$ cat config.mk
export PLATFORM = sky130hd
export DESIGN_NAME = dxl_checksum
export DESIGN_NICKNAME = d
export VERILOG_FILES = /design/src/rtl/dxl_pkg.sv /design/src/rtl/dxl_checksum.sv
export SDC_FILE = /design/constraint.sdc
export NUM_CORES = 1
export LEC_CHECK = 0
export ABC_CLOCK_PERIOD_IN_PS = 4070
export CORE_MARGIN = 2
export CORE_UTILIZATION = 38
export DETAILED_ROUTE_END_ITERATION = 12
export MAX_ROUTING_LAYER = met4
export PLACE_DENSITY_LB_ADDON = 0.25
export SYNTH_ARGS = -nofsm -noshare
export SYNTH_HDL_FRONTEND = slang
export SYNTH_SLANG_ARGS = --single-unit
export TNS_END_PERCENT = 30
$ cat constraint.sdc
create_clock -name clk -period 4.07 [get_ports clk]
set_input_delay 0.814 -clock clk [delete_from_list [all_inputs] [get_ports clk]]
set_output_delay 0.814 -clock clk [all_outputs]
set_load 0.05 [all_outputs]
$ cat src/rtl/dxl_pkg.sv
// Dynamixel protocol 1.0 shared definitions.
// Holds the byte offsets of the 8-byte checksum window, the common
// instruction codes, the broadcast ID, and a reference checksum function
// that packet builders and scoreboards can reuse.
package dxl_pkg;

    localparam int unsigned BYTE_W    = 8;
    localparam int unsigned WORD_W    = 32;
    localparam int unsigned WIN_BYTES = 8;
    localparam int unsigned WIN_W     = WIN_BYTES * BYTE_W;
    // An 8-term sum of bytes needs up to 11 bits (8 * 255 = 2040).
    localparam int unsigned SUM_W     = 11;

    // Byte offsets inside the {data2, data1} window.
    localparam int unsigned OFS_ID    = 0;
    localparam int unsigned OFS_LEN   = 1;
    localparam int unsigned OFS_INSTR = 2;
    localparam int unsigned OFS_RSVD  = 3;
    localparam int unsigned OFS_P0    = 4;
    localparam int unsigned OFS_P1    = 5;
    localparam int unsigned OFS_P2    = 6;
    localparam int unsigned OFS_P3    = 7;

    // Instruction codes.
    localparam logic [BYTE_W-1:0] INSTR_PING  = 8'h01;
    localparam logic [BYTE_W-1:0] INSTR_READ  = 8'h02;
    localparam logic [BYTE_W-1:0] INSTR_WRITE = 8'h03;

    localparam logic [BYTE_W-1:0] ID_BROADCAST = 8'hFE;

    // Inverted modulo-256 sum of all eight window bytes.
    function automatic logic [BYTE_W-1:0] dxl_checksum_f(
        input logic [WORD_W-1:0] d1,
        input logic [WORD_W-1:0] d2
    );
        logic [SUM_W-1:0] s;
        s = '0;
        for (int i = 0; i < 4; i++) begin
            s = s + SUM_W'(d1[i*BYTE_W +: BYTE_W]) + SUM_W'(d2[i*BYTE_W +: BYTE_W]);
        end
        return ~s[BYTE_W-1:0];
    endfunction

endpackage

$ cat src/rtl/dxl_checksum.sv
// Registered Dynamixel 1.0 checksum generator.
// Sums the 8-byte packet window (data1 = bytes 0..3, data2 = bytes 4..7),
// keeps the low byte and inverts it; the result appears one clock later.
// Ports:
//   clk, rst_n        clock, synchronous active-low reset
//   in_valid          window on data1/data2 is to be checksummed this cycle
//   data1, data2      packet window words
//   out_valid         checksum carries a fresh result this cycle
//   checksum          ~(byte sum) mod 256, holds its value while idle
module dxl_checksum
    import dxl_pkg::*;
(
    input  logic              clk,
    input  logic              rst_n,
    input  logic              in_valid,
    input  logic [WORD_W-1:0] data1,
    input  logic [WORD_W-1:0] data2,
    output logic              out_valid,
    output logic [BYTE_W-1:0] checksum
);

    logic [WIN_W-1:0]  window;
    logic [BYTE_W-1:0] b_id, b_len, b_instr, b_rsvd, b_p0, b_p1, b_p2, b_p3;
    logic [SUM_W-3:0]  sum_l1_a, sum_l1_b, sum_l1_c, sum_l1_d;
    logic [SUM_W-2:0]  sum_l2_a, sum_l2_b;
    logic [SUM_W-1:0]  sum_all;

    logic              out_valid_d, out_valid_q;
    logic [BYTE_W-1:0] checksum_d,  checksum_q;

    assign window  = {data2, data1};
    assign b_id    = window[OFS_ID    * BYTE_W +: BYTE_W];
    assign b_len   = window[OFS_LEN   * BYTE_W +: BYTE_W];
    assign b_instr = window[OFS_INSTR * BYTE_W +: BYTE_W];
    assign b_rsvd  = window[OFS_RSVD  * BYTE_W +: BYTE_W];
    assign b_p0    = window[OFS_P0    * BYTE_W +: BYTE_W];
    assign b_p1    = window[OFS_P1    * BYTE_W +: BYTE_W];
    assign b_p2    = window[OFS_P2    * BYTE_W +: BYTE_W];
    assign b_p3    = window[OFS_P3    * BYTE_W +: BYTE_W];

    // Balanced adder tree, each level one bit wider than its operands.
    always_comb begin
        sum_l1_a = (SUM_W-2)'(b_id)    + (SUM_W-2)'(b_len);
        sum_l1_b = (SUM_W-2)'(b_instr) + (SUM_W-2)'(b_rsvd);
        sum_l1_c = (SUM_W-2)'(b_p0)    + (SUM_W-2)'(b_p1);
        sum_l1_d = (SUM_W-2)'(b_p2)    + (SUM_W-2)'(b_p3);
        sum_l2_a = (SUM_W-1)'(sum_l1_a) + (SUM_W-1)'(sum_l1_b);
        sum_l2_b = (SUM_W-1)'(sum_l1_c) + (SUM_W-1)'(sum_l1_d);
        sum_all  = SUM_W'(sum_l2_a) + SUM_W'(sum_l2_b);
    end

    // Capture a new result only on valid input; otherwise hold the checksum.
    always_comb begin
        out_valid_d = in_valid;
        checksum_d  = checksum_q;
        if (in_valid) begin
            checksum_d = ~sum_all[BYTE_W-1:0];
        end
    end

    // Reset wins over a coincident valid input, which is dropped.
    always_ff @(posedge clk) begin
        if (!rst_n) begin
            out_valid_q <= 1'b0;
            checksum_q  <= '0;
        end else begin
            out_valid_q <= out_valid_d;
            checksum_q  <= checksum_d;
        end
    end

    assign out_valid = out_valid_q;
    assign checksum  = checksum_q;

endmodule

### Yosys cells after proc, flatten, opt, wreduce, memory -nomap -nowiden

Cells that the tools add are included.

* add/subtract/negate cells: 7
* bitwise operators: 1

Operators by type and width (count)
* adder 8 bit: 7
* NOT 8 bit: 1

* flip-flop bits (word level): 9
* bits of input ports: 67
* output and inout bits: 9
* logic and storage cells: 10

### Depth between registers and ports, before layout

* depth after elaboration: 4
* gate-level depth with buffers: 16
* gate-level depth less buffers: 16

### Worst setup path before layout

No wires, ideal clock.

* path type: in2reg
* start point: input data1[3]
* end point: register checksum_q[7] (netlist: checksum[7])
* arrival: 4.232 ns
* required time: 4.008 ns
* slack: -0.225 ns
* cell stages on the path: 14
* path through: inv_1 fa_1 inv_1 fa_1 fa_1 inv_1 fa_1 inv_1 ha_1 a21o_1 a21oi_1 o21ai_0 or3_1 nand3_1

* cells in the longest elaborated chain, start to end: 4

RTL lines
* start: declaration: line dxl_checksum.sv:16 `input logic [WORD_W-1:0] data1,`
* adder 8 bit: line dxl_checksum.sv:43 `sum_l1_a = (SUM_W-2)'(b_id) + (SUM_W-2)'(b_len);`
* adder 8 bit: line dxl_checksum.sv:47 `sum_l2_a = (SUM_W-1)'(sum_l1_a) + (SUM_W-1)'(sum_l1_b);`
* adder 8 bit: line dxl_checksum.sv:49 `sum_all = SUM_W'(sum_l2_a) + SUM_W'(sum_l2_b);`
* NOT 8 bit: line dxl_checksum.sv:57 `checksum_d = ~sum_all[BYTE_W-1:0];`
* end signal: assignment: line dxl_checksum.sv:68 `checksum_q <= checksum_d;`
* end: declaration: line dxl_checksum.sv:29 `logic [BYTE_W-1:0] checksum_d, checksum_q;`

Every way passes these cells.
A chain may end at the register's enable or synchronous reset.

### Final worst setup path

* start point: input data1[27]
* end point: register checksum_q[7] (netlist: checksum[7])

* cells in the longest elaborated chain, start to end: 4

RTL lines
* adder 8 bit: line dxl_checksum.sv:44 `sum_l1_b = (SUM_W-2)'(b_instr) + (SUM_W-2)'(b_rsvd);`
* adder 8 bit: line dxl_checksum.sv:47
* adder 8 bit: line dxl_checksum.sv:49
* NOT 8 bit: line dxl_checksum.sv:57

Every way passes these cells.

==> out/summary.txt <==
YS warnings - 0
vias - 1351
Internal - 1.00 mW
Fin. Hold Viols - 0
Routed Antenna Nets - 0
clk slew on worst S/H paths - 0.04 ns
Slew headroom - 66.4%
Final HPWL DP - 2670 µm
worst hold start - checksum[2]$_SDFFE_PN0P_
most area-consuming cells after synthesis - fa_1 (46%), inv_1 (19%), dfxtp_1 (11%)
Area Growth Syn to Fin - 61.0%
final setup violation count - 0
largest family of logic cells by synthesized area - adder cells
Cells after DPL - 316
Max-Cap Viols - 0
Worst path slowest cell - fa_1
Non-Filler Instances - 323
switch share - 42.7%
clock share of power - 5.8%
switching pwr - 0.747 mW
CTS hold repair buffers - 0
first-pass GRT wire length - 5590 µm
Post-synth EDFFs - 0
Residual DRC - 0
min cycle time layout - 4.03 ns
Die H - 70.5 µm
1st-pass router iterations - 4
CTS Buf Count - 3
Tcrit/Tclk final - 99.0%
root buffer cell - clkbuf_8
Worst R2R Start - checksum[6]$_SDFFE_PN0P_
Seq pwr share - 7.4%
synthesized area - 1680 µm²
Layout Nets - 386
Comb pwr share - 86.8%
multi-input logic area - 1310 µm²
CP Max Fanout - 2
Crit path top cell by count - fa_1
type of element capturing the critical path - flip-flop
Antenna Cells - 0
FF+latch area - 180 µm²
pwr/cell area - 646 nW/µm²
Crit path max-delay family - adder cells
synthesized-area fraction occupied by adder cells - 52.3%
Leak - 1.43 nW
GRT Overall Usage - 14.0%
synthesized instance count - 182
clk buf depth - 2
Synth area leader - fa_1
Via density - 4.18
Post-Syn Area per Cell - 9.25 µm²
Sum Neg Setup Slack - 0 ns
Worst Skew - 0 ns
die area - 4980 µm²
overall power - 1.75 mW
Routed WL - 3080 µm
RSZ-0062 raised after global routing - true
Critical Path Source Type - input pin
fraction of layout cells with a size suffix above 1 - 30.3%
initial antenna violation count - 0
#FFs+latches synth - 9
crit path kind - in2reg
Die W - 70.5 µm
slowest cell delay on critical path - 0.58 ns
Worst Path Arrival - 4.20 ns
CTS H-tree lvls - 1
largest net degree at the start of global routing - 15
complex-gate fraction of the synthesized area - 4.46%
worst vdd ir - 0.346 mV
Port Buffers - 75
row cnt - 24
CTS tree - yes
CP bufs+invs - 5
ys flop type - dfxtp_1
most frequent cell after synthesis - inv_1
Initial Utilization - 38.9%
RD Place Congestion - 0.689
num ports - 76
clk sinks - 9
core area - 4320 µm²
CP Cell Sequence - buf_6 -> inv_4 -> fa_1 -> inv_2 -> fa_1 -> fa_1 -> inv_2 -> fa_1 -> inv_2 -> ha_4 -> a21o_1 -> a21oi_4 -> o21ai_2 -> or3_1 -> nand3_1
final non-filler cell area - 2710 µm²
top cell type's share of synthesized area - 46.4%
crit path from - data1[27]
Post-synth top cells - inv_1 (85), fa_1 (39), xnor2_1 (11)
WP data required - 4.24 ns
sequential fraction of the synthesis area - 10.7%
min-delay worst type - reg2reg
Synth cell types - 18
async set-reset flop share out of synthesis - 0%
Iteration-0 DRC Markers - 16
Avg WL per Cell - 9.53 µm
grt ovf - 0
status - finished, final reports clean
Peak Freq - 248 MHz
Slew Viols, Final - 0
mux contribution to synthesized area - 1.19%
worst skew pair latency - 0.23 ns
vias in the first global route - 1475
final-layout fill cell count - 391
actual slew at the worst max-slew pin - 0.503 ns
post-synthesis xor/xnor area fraction - 8.92%
placed cell area - 2570 µm²
syn_nets - 296
Post-Synth Simple-Gate Area - 3.20%
-- metrics by stage --
stage	setup WS [ns]	utilization, %	hold slack (ns)
global placement	-0.580	59.4	0.466
detailed placement	-0.638	59.4	0.472
CTS	-0.0327	61.5	0.474
finish	0.0419	62.7	0.475
global route	-0.0709	62.7	0.482
floorplan	-0.0355	-	0.696
-- logic make-up after synthesis --
| logic type | count (synthesis) |
|---|---|
| flip-flops | 9 |
| buffers and inverters | 86 |
| adder cells (fa/ha/maj) | 47 |
| AO/OA/AOI/OAI | 12 |
| AND/OR/NAND/NOR | 12 |
| XOR/XNOR | 14 |
| multiplexers | 2 |
-- layer usage --
layer  track usage (%)  wire, µm
met1              15.3      1110
met2              26.9      1730
met3              2.85       237
met5                 -         0
met4              1.26         0
-- final timing paths --
check / to / slack (ns) / cells past startpoint
worst max-delay path: checksum[7]$_SDFFE_PN0P_ / 0.04 / 15
worst min-delay path: checksum[2]$_SDFFE_PN0P_ / 0.47 / 2
worst max register to register: checksum[6]$_SDFFE_PN0P_ / 3.39 / 2
worst min register to register: checksum[2]$_SDFFE_PN0P_ / 0.47 / 2
-- repair_timing --
action                     4_1_cts  5_1_grt
pin swaps                       42       41
setup buffers                    2        1
hold endpoints to repair         0        0
resized for setup               78       45
setup endpoints to repair        5        3
-- worst reg2reg max path, cell delays in order, from the launching register on --
cell,delay (ns)
dfxtp_1,0.33
nor2_1,0.04
a211oi_1,0.22
-- flip-flops by register name, indices dropped and copies added (netlist names) --
| register | flops |
|---|---|
| out_valid | 1 |
| checksum | 8 |
-- final cells by class --
type                            instances  area share (%)
Tap cell                               52            2.40
Sequential cell                         9            6.65
Multi-Input combinational cell         87            48.2
Clock buffer                            4            1.66
Inverter                               85            11.9
Timing Repair Buffer                   86            29.3
-- power groups by stage --
stage                     Sequential [mW]  Combinational, mW  Clock [mW]
after floorplan                     0.222              0.692           0
final                               0.129               1.52       0.102
after global routing                0.133               1.71       0.113
after CTS                           0.130               1.41       0.105
after global placement              0.132               1.18           0
after detailed placement            0.131               1.19           0
-- layout by cell type, fill, tap and decap left out, types with 2 or more instances in the layout --
cell type / Yosys / routed
a211oi_1: 4 / 4
a21o_1: 2 / 2
a21oi_2: 0 / 2
buf_2: 0 / 6
buf_4: 0 / 10
buf_6: 0 / 4
clkbuf_2: 0 / 4
clkbuf_8: 0 / 3
clkdlybuf4s50_1: 0 / 39
dfxtp_1: 9 / 9
dlygate4sd2_1: 0 / 14
dlymetal6s2s_1: 0 / 8
fa_1: 39 / 32
fa_2: 0 / 7
ha_1: 8 / 3
ha_4: 0 / 5
inv_1: 85 / 50
inv_2: 0 / 34
mux2i_1: 2 / 2
nor2_1: 6 / 6
xnor2_1: 11 / 9
xnor2_2: 0 / 2
xnor3_1: 2 / 2
No activity file was read; power rests on OpenSTA's default activity.
